--- src/rtl/poly_note_player.sv ---
// rtl/poly_note_player.sv - multi-voice note player mixing NUM_VOICES sine voices per codec request
//
// Holds NUM_VOICES independent notes (duration counter, phase accumulator, step).
// A load FSM writes one voice at a time through a registered frequency ROM. A mix FSM
// walks every voice on each codec request: it advances the phase, reads a registered
// sine ROM and accumulates one mixed 16-bit sample.
//
// Build option: MIX_SATURATE_EN
//   undefined : sample_out = acc >>> VIDX_W (average of the voices, cannot overflow)
//   defined   : sample_out = acc clamped to [-32768, 32767] (louder chords)
//
// Ports:
//   clk                  system clock
//   reset_n              asynchronous active-low reset
//   play_enable          1 = phases and durations advance; 0 = frozen, samples muted
//   load_new_note        load request, taken only while load_ready = 1
//   load_voice           target voice of the load
//   note_to_load         note index, 0 = rest
//   duration_to_load     note length in beats
//   load_ready           load FSM idle and able to accept a load
//   beat                 1-cycle pulse at 48 Hz
//   generate_next_sample 1-cycle codec sample request
//   sample_out           signed mixed sample, held until the next result
//   new_sample_ready     1-cycle pulse when sample_out is updated
//   voice_done           bit i = 1 when duration counter i is 0

module poly_note_player #(
   parameter int NUM_VOICES  = 4,
   parameter int DUR_WIDTH   = 6,
   parameter int PHASE_WIDTH = 22
) (
   input  logic                          clk,
   input  logic                          reset_n,
   input  logic                          play_enable,
   input  logic                          load_new_note,
   input  logic [$clog2(NUM_VOICES)-1:0] load_voice,
   input  logic [5:0]                    note_to_load,
   input  logic [DUR_WIDTH-1:0]          duration_to_load,
   output logic                          load_ready,
   input  logic                          beat,
   input  logic                          generate_next_sample,
   output logic signed [15:0]            sample_out,
   output logic                          new_sample_ready,
   output logic [NUM_VOICES-1:0]         voice_done
);

   localparam int VIDX_W = $clog2(NUM_VOICES);
   localparam int ACC_W  = 16 + VIDX_W;

   typedef enum logic [1:0] {L_IDLE, L_ROM, L_WRITE} load_state_t;
   typedef enum logic [1:0] {M_IDLE, M_ADDR, M_ACC, M_OUT} mix_state_t;

   load_state_t load_state;
   mix_state_t  mix_state;

   logic [VIDX_W-1:0]    lat_voice;
   logic [5:0]           lat_note;
   logic [DUR_WIDTH-1:0] lat_dur;
   logic [VIDX_W-1:0]    mix_voice;

   logic [19:0]              freq_dout;
   logic signed [15:0]       sine_dout;
   logic signed [ACC_W-1:0]  acc;

   logic [DUR_WIDTH-1:0]   dur   [NUM_VOICES];
   logic [5:0]             note  [NUM_VOICES];
   logic [19:0]            step  [NUM_VOICES];
   logic [PHASE_WIDTH-1:0] phase [NUM_VOICES];

   logic [NUM_VOICES-1:0]   active;
   logic                    mix_gate;
   logic [PHASE_WIDTH-1:0]  phase_next;
   logic signed [ACC_W-1:0] acc_next;
   logic signed [15:0]      mix_result;

   // Phase step per note: twelve semitone steps for the lowest octave (note 1 = 55 Hz at
   // a 48 kHz sample rate and 22-bit phase), doubled for each octave above it.
   function automatic logic [19:0] freq_lookup(input logic [5:0] n);
      logic [5:0]  idx;
      logic [2:0]  oct;
      logic [3:0]  semi;
      logic [19:0] base;
      idx  = n - 6'd1;
      oct  = 3'(idx / 6'd12);
      semi = 4'(idx % 6'd12);
      case (semi)
         4'd0:    base = 20'd4806;
         4'd1:    base = 20'd5092;
         4'd2:    base = 20'd5394;
         4'd3:    base = 20'd5715;
         4'd4:    base = 20'd6055;
         4'd5:    base = 20'd6415;
         4'd6:    base = 20'd6797;
         4'd7:    base = 20'd7201;
         4'd8:    base = 20'd7629;
         4'd9:    base = 20'd8083;
         4'd10:   base = 20'd8563;
         default: base = 20'd9072;
      endcase
      return (n == 6'd0) ? 20'd0 : (base << oct);
   endfunction

   // Parabolic sine: each half period is x*(512-x)/2 over x = 0..511, negated for the
   // second half. The single peak value 32768 is clipped to 32767.
   function automatic logic signed [15:0] sine_lookup(input logic [9:0] a);
      logic [17:0] x;
      logic [17:0] prod;
      logic [15:0] mag;
      x    = {9'd0, a[8:0]};
      prod = x * (18'd512 - x);
      mag  = (prod > 18'd65535) ? 16'h7fff : 16'(prod >> 1);
      return a[9] ? -$signed(mag) : $signed(mag);
   endfunction

   for (genvar gi = 0; gi < NUM_VOICES; gi++) begin : g_voice_flags
      assign active[gi]     = (dur[gi] != '0) && (note[gi] != '0);
      assign voice_done[gi] = (dur[gi] == '0);
   end

   assign mix_gate   = active[mix_voice] && play_enable;
   assign phase_next = phase[mix_voice] + (mix_gate ? PHASE_WIDTH'(step[mix_voice]) : '0);
   assign acc_next   = acc + (mix_gate ? $signed({{VIDX_W{sine_dout[15]}}, sine_dout}) : '0);

`ifdef MIX_SATURATE_EN
   localparam logic signed [ACC_W-1:0] SAT_MAX = ACC_W'(32767);
   localparam logic signed [ACC_W-1:0] SAT_MIN = ACC_W'(-32768);

   always_comb begin
      mix_result = acc_next[15:0];
      if (acc_next > SAT_MAX) begin
         mix_result = 16'h7fff;
      end else if (acc_next < SAT_MIN) begin
         mix_result = 16'h8000;
      end
   end
`else
   // acc is exactly 16 + VIDX_W bits, so its top 16 bits are acc >>> VIDX_W.
   always_comb begin
      mix_result = acc_next[ACC_W-1 -: 16];
   end
`endif

   // Registered ROM reads: frequency addressed by the latched note (valid in L_WRITE),
   // sine addressed by the freshly updated phase (valid in M_ACC).
   always_ff @(posedge clk or negedge reset_n) begin
      if (!reset_n) begin
         freq_dout <= '0;
         sine_dout <= '0;
      end else begin
         freq_dout <= freq_lookup(lat_note);
         sine_dout <= sine_lookup(phase_next[PHASE_WIDTH-1 -: 10]);
      end
   end

   // Load FSM: load_ready is registered and equal to (load_state == L_IDLE).
   always_ff @(posedge clk or negedge reset_n) begin
      if (!reset_n) begin
         load_state <= L_IDLE;
         load_ready <= 1'b1;
         lat_voice  <= '0;
         lat_note   <= '0;
         lat_dur    <= '0;
      end else begin
         case (load_state)
            L_IDLE: begin
               if (load_new_note) begin
                  lat_voice  <= load_voice;
                  lat_note   <= note_to_load;
                  lat_dur    <= duration_to_load;
                  load_state <= L_ROM;
                  load_ready <= 1'b0;
               end
            end
            L_ROM: begin
               load_state <= L_WRITE;
            end
            L_WRITE: begin
               load_state <= L_IDLE;
               load_ready <= 1'b1;
            end
            default: begin
               load_state <= L_IDLE;
               load_ready <= 1'b1;
            end
         endcase
      end
   end

   // Voice state. A load write to a voice overrides both the beat decrement and a
   // concurrent phase update by the mixer.
   always_ff @(posedge clk or negedge reset_n) begin
      if (!reset_n) begin
         for (int i = 0; i < NUM_VOICES; i++) begin
            dur[i]   <= '0;
            note[i]  <= '0;
            step[i]  <= '0;
            phase[i] <= '0;
         end
      end else begin
         for (int i = 0; i < NUM_VOICES; i++) begin
            if (load_state == L_WRITE && lat_voice == VIDX_W'(i)) begin
               dur[i]   <= lat_dur;
               note[i]  <= lat_note;
               step[i]  <= freq_dout;
               phase[i] <= '0;
            end else begin
               if (beat && play_enable && dur[i] != '0) begin
                  dur[i] <= dur[i] - DUR_WIDTH'(1);
               end
               if (mix_state == M_ADDR && mix_voice == VIDX_W'(i)) begin
                  phase[i] <= phase_next;
               end
            end
         end
      end
   end

   // Mix FSM: one M_ADDR/M_ACC pair per voice. The result is registered on the last
   // M_ACC edge so the pulse is high during M_OUT, 2*NUM_VOICES+1 cycles after request.
   always_ff @(posedge clk or negedge reset_n) begin
      if (!reset_n) begin
         mix_state        <= M_IDLE;
         mix_voice        <= '0;
         acc              <= '0;
         sample_out       <= '0;
         new_sample_ready <= 1'b0;
      end else begin
         case (mix_state)
            M_IDLE: begin
               if (generate_next_sample) begin
                  acc       <= '0;
                  mix_voice <= '0;
                  mix_state <= M_ADDR;
               end
            end
            M_ADDR: begin
               mix_state <= M_ACC;
            end
            M_ACC: begin
               acc <= acc_next;
               if (mix_voice == VIDX_W'(NUM_VOICES - 1)) begin
                  sample_out       <= mix_result;
                  new_sample_ready <= 1'b1;
                  mix_state        <= M_OUT;
               end else begin
                  mix_voice <= mix_voice + VIDX_W'(1);
                  mix_state <= M_ADDR;
               end
            end
            M_OUT: begin
               new_sample_ready <= 1'b0;
               mix_state        <= M_IDLE;
            end
            default: begin
               new_sample_ready <= 1'b0;
               mix_state        <= M_IDLE;
            end
         endcase
      end
   end

endmodule
--- config.mk ---
export PLATFORM = sky130hd
export DESIGN_NAME = poly_note_player
export DESIGN_NICKNAME = d
export VERILOG_FILES = /design/src/rtl/poly_note_player.sv
export SDC_FILE = /design/constraint.sdc
export NUM_CORES = 1
export LEC_CHECK = 0
export ABC_AREA = 1
export BUFFER_PORTS_ARGS = -buffer_cell sky130_fd_sc_hd__buf_2
export CORE_ASPECT_RATIO = 0.8
export CORE_MARGIN = 2
export CORE_UTILIZATION = 38
export DETAILED_ROUTE_END_ITERATION = 10
export PLACE_DENSITY = 0.64
export SKIP_CTS_REPAIR_TIMING = 1
export SLEW_MARGIN = 20
export SYNTH_ARGS = -nofsm -noshare
export SYNTH_HDL_FRONTEND = slang
export SYNTH_SLANG_ARGS = --single-unit
--- constraint.sdc ---
create_clock -name clk -period 14.3 [get_ports clk]
set_input_delay 1.43 -clock clk [delete_from_list [all_inputs] [get_ports clk]]
set_output_delay 1.43 -clock clk [all_outputs]
set_load 0.02 [all_outputs]
# Word level (Yosys, flattened, before mapping)
# Memories as Yosys holds them, arrays and structs flattened.
# Index checks and enable logic that the tools add are counted.
# W data, S select, Z words.
[word_totals]
regBits = 308
romBits = 224
in_bits = 20
output_inout_bits = 22
elab_cells = 157
mem_count = 1
[classes]
addsub = 10
mul = 1
div = 2
order_cmp = 3
eq_ne = 15
shift = 1
n_mux = 43
bitwise = 2
reduce_logical = 51
[memory_table]
columns = ["name", "words", "width", "read_ports", "rd_clocked_by_memory_dff", "write_ports", "line", "text"]
rows = [
  ["(name not given)", 16, 14, 1, 0, 0, "86", "case (semi)"],
]
[ops]
columns = ["op", "n"]
rows = [
  ["$mux W22", 10],
  ["$mux W20", 4],
  ["$mux W6", 8],
  ["$reduce_bool A6 Y1", 8],
  ["$bmux W22 S2", 1],
  ["$bmux W20 S2", 1],
  ["$mux W18", 2],
  ["$pmux W18 S2", 1],
  ["$mux W16", 2],
  ["$logic_not A6 Y1", 5],
  ["$sub A6 B1 Y6 const B", 5],
  ["$add A22 B20 Y22", 1],
  ["$reduce_bool A2 Y1", 10],
  ["$shl A20 B3 Y20", 1],
  ["$add A18 B18 Y18", 1],
  ["$gt A18 B16 Y1 const B", 1],
  ["$logic_and A1 B1 Y1", 18],
  ["$mul A10 B11 Y18", 1],
  ["$neg A16 Y16", 1],
  ["$eq A2 B2 Y1 const B", 7],
  ["$sub A10 B9 Y11 const A", 1],
  ["$mux W2", 5],
  ["$reduce_and A2 Y1", 5],
  ["$eq A2 B1 Y1 const B", 4],
  ["15 further kinds", 25],
]

# Longest topological paths before layout
# Gate-level depths: netlist of run 1.
[logic_depth]
depth_word = 13
ltp_mapped = 62
depth_no_buf = 60

# Least setup slack after synthesis of run 1
# Ideal clock, no wire load.
[synth_path]
kind = "input to register"
start = "input port play_enable"
end = "register sine_dout[8]"
setup_ns = 0.118
arrival_ns = 9.503
required_time_ns = 14.182
setup_slack_ns = 4.678
cell_stages = 50
path_buffers = 3
cell_sequence = "nand3_2 clkbuf_1 a21oi_1 ha_1 inv_1 fa_1 o21ai_1 nand2_1 nand3_1 nand2_1 nand2_1 clkbuf_1 ha_1 inv_1 nor3_1 nand3_1 inv_1 ha_1 [14 not listed] nand2_1 inv_1 nand2_1 nand2_1 nand3_1 nand2_2 buf_4 nand3_1 inv_1 ha_1 nand2_1 inv_1 nand4_1 nor2_1 nand2_1 nand2_1 xor2_1 inv_1"
[synth_between]
elab_chain_len = 9
[synth_rtl]
columns = ["item", "line", "text"]
rows = [
  ["start, declared", "34", "input logic play_enable,"],
  ["$logic_and A1 B1 Y1 (*)", "120", "assign mix_gate = active[mix_voice] && play_enable;"],
  ["$mux W20 (*)", "121", "assign phase_next = phase[mix_voice] + (mix_gate ? PHASE_WIDTH'(step[mix_voice]) : '0);"],
  ["$add A22 B20 Y22 (*)", "121", ""],
  ["$sub A10 B9 Y11", "110", "prod = x * (18'd512 - x);"],
  ["$mul A10 B11 Y18", "110", ""],
  ["$gt A18 B16 Y1", "111", "mag = (prod > 18'd65535) ? 16'h7fff : 16'(prod >> 1);"],
  ["$mux W16", "111", ""],
  ["$neg A16 Y16", "112", "return a[9] ? -$signed(mag) : $signed(mag);"],
  ["$mux W16 (*)", "112", ""],
  ["end signal, assigned", "151", "sine_dout <= sine_lookup(phase_next[PHASE_WIDTH-1 -: 10]);"],
  ["end, declared", "62", "logic signed [15:0] sine_dout;"],
]
# Mark *: on every way between the ends. The rest lies on a longest branch, timed or not.
# A chain may end at the register's enable or synchronous reset.

# Final worst setup path of run 1
[layout_path]
start = "register mix_voice[0]"
end = "register sine_dout[10]"
[layout_between]
elab_chain_len = 12
elab_cells_between_ends = 18
cone_classes = "add/sub: 3; mul: 1; order compare: 1; mux: 11; bitwise: 1; reduce/logical: 1"
[layout_rtl]
columns = ["item", "line", "text"]
rows = [
  ["start, declared", "59", "logic [VIDX_W-1:0] mix_voice;"],
  ["start signal, assigned", "246", "mix_voice <= mix_voice + VIDX_W'(1);"],
  ["$not A2 Y3 (not written as such)", "121", ""],
  ["$bmux W20 S2", "121", ""],
  ["$mux W20 (not written as such) (2 in a row)", "121", ""],
  ["$mux W20", "121", ""],
  ["$add A22 B20 Y22 (*)", "121", ""],
  ["$sub A10 B9 Y11", "110", ""],
  ["$mul A10 B11 Y18", "110", ""],
  ["$gt A18 B16 Y1", "111", ""],
  ["$mux W16", "111", ""],
  ["$neg A16 Y16", "112", ""],
  ["$mux W16 (*)", "112", ""],
]
# Mark *: on every way between the ends. The rest lies on a longest branch, timed or not. The select of a mux whose other input is x is not followed.

==> flow_summary.ini, run 1 <==
[worst_hold_path]
min_path_cells = 2
hold_class = flop to flop

[status]
status = complete, no violations

[global_route]
grtUsageTotal = 0.1889
grt_max_degree = 112
antenna_found_initial = 0
first_global_vias = 16150
overflow = 0
grt_pass1_wl_mm = 83.21

[synth]
ys_async_sr_fraction = 1.000
synth_top_area_share = 0.3933
yosys_warnings = 0
ys_top_cells_by_area = dfrtp_1 (39%), nand2_1 (11%), ha_1 (7.6%)
avgSynthCellArea_um2 = 7.782
synth_area_leader_cell = dfrtp_1
yosysSeqAreaShare = 0.3947
synth_ff_type = dfrtp_1
syn_inst = 2510
synth_edf_count = 0
ys_types = 54
synth_area_um2 = 19530
synth_seq_cells = 308

[detailed_routing]
routed_wl_mm = 49.10
post_drt_wl_per_cell_um = 15.28
vias = 16540
dr.first_iter.drc_count = 1542
ant_nets = 0
vias_per_cell = 5.145
drcViolationCount = 0
first_pass_iters = 5

[layout]
nets = 2701
drive_gt1_frac = 0.06364
area_growth_syn_to_layout_pct = 9.494
diodes = 0

[setup_path]
startpoint_type = flop
crit_slowest_cell = clkinv_2
r2r_setup_slack_ns = 2.94
required_ns = 14.79
r2r_start = mix_voice[0]
cp.arrival_ns = 11.85
criticalPathCategory = flop to flop
cp_max_fo = 66
startpoint = mix_voice[0]
end_kind = flop
r2r-end = sine_dout[10]
rr_worst_depth = 54
cpPeakStageDelay_ns = 0.76
crit_end = sine_dout[10]

[timing]
period_share = 0.7944
final.setup.tns_ns = 0
slew_viol_final = 0
rsz0062_at_grt = false
max_slew.worst_pin.slew_ns = 1.128
setup_viol = 0
fmax_mhz = 88.03
finClkSkew_ns = 0.02566
hold_viol_final = 0
relSlewSlack = 0.2461
min_period_ns = 11.36

[clocking]
clock-sinks = 308
insertion_delay_ns = 0.60
clockBufferDepth = 3
numCtsBuffers = 31
cts_tree = done
clock-root-buffer = clkbuf_16
clk_pin_slew_worst_paths_ns = 0.06
h-tree-depth = 1

[floorplanning]
rows = 74
initial_core_util = 0.3836
core_area_um2 = 50920
dieArea_um2 = 53240
ios = 42
fp.dieW_um = 257.5
die_height_um = 206.8

[flow_run]
max_cap_violations = 0

[place]
place.port_buffers = 41
gp_congestion = 0.8917
hpwl_mm = 34.78
critical path, delay by kind of cell (launching register included):
kind	cells	cell delay, ns
flops	1	0.34
fa+ha+maj	11	4.26
simple gates	23	3.14
buf+inv	17	2.80
compound gates	3	0.64
metrics by stage:
step	cell area (µm²)	instances	hold slack, ns	setup slack [ns]	utilization
6_report	21390	3214	0.4714	2.940	0.4200
4_1_cts	21390	3214	0.4783	3.001	0.4200
5_1_grt	21390	3214	0.4862	1.915	0.4200
3_5_place_dp	20330	3159	0.4618	3.040	0.3993
2_1_floorplan	19560	2516	0.4422	4.678	-
3_3_place_gp	20330	3159	0.4587	3.280	0.3993
synthesized netlist by cell type, types with 26 or more instances:
| master | n |
|---|---|
| o21ai_0 | 289 |
| inv_1 | 318 |
| dfrtp_1 | 307 |
| nand3_1 | 142 |
| nand4_1 | 26 |
| a21oi_1 | 116 |
| ha_1 | 118 |
| o22ai_1 | 46 |
| xor2_1 | 26 |
| nor2_1 | 230 |
| clkbuf_1 | 69 |
| nand2_1 | 564 |
| fa_1 | 55 |
cells by family after synthesis:
family | share of synthesized area
buf+inv | 0.08609
xor+xnor | 0.02101
other cells | 0.0003845
simple gates | 0.2197
fa+ha+maj | 0.1320
flops | 0.3947
compound gates | 0.1462
registers in the layout, indices dropped and copies added, names as in the netlist, 2 cells and up:
register,flops
mix_state,2
lat_note,6
step,80
dur,24
sine_dout,16
freq_dout,20
acc,18
lat_dur,6
note,24
lat_voice,2
load_state,2
mix_voice,2
phase,88
sample_out,16
how the worst min path moves through the flow:
stage / start / slack, ns / end
after global routing: dur[12] / 0.49 / dur[12]
after CTS: dur[12] / 0.48 / dur[12]
after global placement: sample_out[10] / 0.46 / sample_out[10]
final: sample_out[13] / 0.47 / sample_out[13]
after detailed placement: sample_out[13] / 0.46 / sample_out[13]
after floorplan: load_state[1] / 0.44 / load_state[1]
final cells by class:
class,count,area [µm²]
fill,5073,29540
multi-input combinational,1774,10160
sequential,308,7710
inverter,335,1259
clock buffer,43,910.9
tap,684,855.8
timing repair buffer,58,342.8
clock inverter,12,143.9
metal layers:
metal	global-route usage	wire length (µm)	share of wire
met5	0	0	0
met1	0.2812	24620	0.50
met2	0.2922	20810	0.42
met4	0.03633	795	0.016
met3	0.02930	2870	0.058
layout by cell type, fill, tap and decap left out, types with 40 or more instances in the layout:
cell     Yosys  final
ha_1       118    118
o22ai_1     46     46
nand2_1    564    564
o21ai_0    289    289
dfrtp_1    307    306
inv_1      318    317
nor2_1     230    230
nand3_1    142    142
buf_2       12     40
a21oi_1    116    116
fa_1        55     55
Power of run 1 is left out: the tool's default activity adds up to more than one toggle a clock period on the data nets, which glitch-free logic cannot reach.
==> run 2, diff against run 1 <==
==> constraint.sdc (replaced) <==
create_clock -name clk -period 11.71 [get_ports clk]
set_input_delay 1.171 -clock clk [delete_from_list [all_inputs] [get_ports clk]]
set_output_delay 1.171 -clock clk [all_outputs]
set_load 0.02 [all_outputs]
==> run 2 against run 1 <==
Utilization is 0.21 points higher; die area stayed put; worst setup slack worse by 1.7 ns; critical path type unchanged; routed wire length is 0.14% lower; first-iteration DRC count stayed put.
==> flow_summary.ini, run 2 (synthesis gave the netlist of run 1 again) <==
[global_route]
grt_pass1_wl_mm = 82.66
antenna_found_initial = 0
overflow = 0
grt_max_degree = 168
grtUsageTotal = 0.1885
first_global_vias = 16320

[setup_path]
criticalPathCategory = flop to flop
cpPeakStageDelay_ns = 0.52
cp_max_fo = 21
crit_slowest_cell = fa_1
required_ns = 12.13
cp.arrival_ns = 10.89
startpoint_type = flop
end_kind = flop

[detailed_routing]
met2_length_mm = 20.71
vias_per_cell = 5.169
ant_nets = 0
post_drt_wl_per_cell_um = 15.24
vias = 16630
drcViolationCount = 0
first_pass_iters = 5
wl_met3_mm = 2.977
routed_wl_mm = 49.03
dr.first_iter.drc_count = 1542
met1_length_mm = 24.57
top_layer_used = met4

[floorplanning]
core_area_um2 = 50920
die_height_um = 206.8
rows = 74
ios = 42
initial_core_util = 0.3836
dieArea_um2 = 53240
fp.dieW_um = 257.5

[clocking]
insertion_delay_ns = 0.54
cts_tree = done
numCtsBuffers = 34
clockBufferDepth = 3
clk_pin_slew_worst_paths_ns = 0.06
clock-sinks = 308
clock-root-buffer = clkbuf_16
h-tree-depth = 2

[timing]
min_period_ns = 10.47
setup_viol = 0
period_share = 0.8939
relSlewSlack = 0.2604
final.setup.tns_ns = 0
hold_viol_final = 0
max_slew.worst_pin.slew_ns = 1.107
slew_viol_final = 0
rsz0062_at_grt = false
finClkSkew_ns = 0.01559
fmax_mhz = 95.53

[layout]
final_cell_mix = nand2_1 (563), inv_1 (317), dfrtp_1 (306)
largest_register_ffs = 88
regMostFlops = phase
area_growth_syn_to_layout_pct = 10.04
final_common_cell = nand2_1
diodes = 0
nets = 2704
fin_cells = 3218
fillCellCount = 5066
drive_gt1_frac = 0.06393
largest_registers = phase (88), step (80)

[place]
hpwl_mm = 34.37
dp_cells = 3158
gp_congestion = 0.9336
place.port_buffers = 41

[worst_hold_path]
hold_class = flop to flop

[flow_run]
max_cap_violations = 0

[status]
status = complete, no violations
==> run 2: layer usage <==
layer  up-vias  GRT usage
li1       8149          -
met1      7987     0.2777
met2       427     0.2921
met3        71    0.03101
met4         0    0.04026
met5         -          0
==> run 2: final timing paths <==
check / slack (ns) / cells after the start / from / end
max: 1.24 / 55 / dur[12] / sine_dout[8]
min: 0.48 / 2 / phase[3] / phase[3]
max reg2reg: 1.24 / 55 / dur[12] / sine_dout[8]
min reg2reg: 0.48 / 2 / phase[3] / phase[3]
max in group asynchronous: 9.91 / 2 / reset_n / step[40]
min in group asynchronous: 0.54 / 1 / reset_n / dur[14]
==> run 2: metrics by stage <==
| stage | instance area (µm²) | hold slack, ns | setup WS, ns | util |
|---|---|---|---|---|
| after floorplan | 19560 | 0.4422 | 2.347 | - |
| after CTS | 21460 | 0.4786 | 1.319 | 0.4215 |
| after detailed placement | 20350 | 0.4638 | 1.272 | 0.3996 |
| after global routing | 21490 | 0.4976 | 0.1677 | 0.4221 |
| after global placement | 20350 | 0.4583 | 1.449 | 0.3996 |
| final | 21490 | 0.4783 | 1.242 | 0.4221 |
==> run 2: final cells by class <==
cell class	count	area, µm²	share of cell area
Tap cell	684	855.8	0.03982
Clock buffer	50	1001	0.04657
Timing Repair Buffer	58	387.9	0.01805
Multi-Input combinational cell	1774	10170	0.4730
Sequential cell	308	7710	0.3587
Clock inverter	9	113.9	0.005297
Inverter	335	1259	0.05856
==> run 2: critical path: cells and delay by family, from the launching register on <==
kind	cells	cell delay (ns)
adder cells (fa/ha/maj)	11	4.12
AND/OR/NAND/NOR	25	3.51
AO/OA/AOI/OAI	5	1.24
buffers and inverters	13	0.91
flip-flops	1	0.37
XOR/XNOR	1	0.15
Power of run 2 is left out for the same reason.
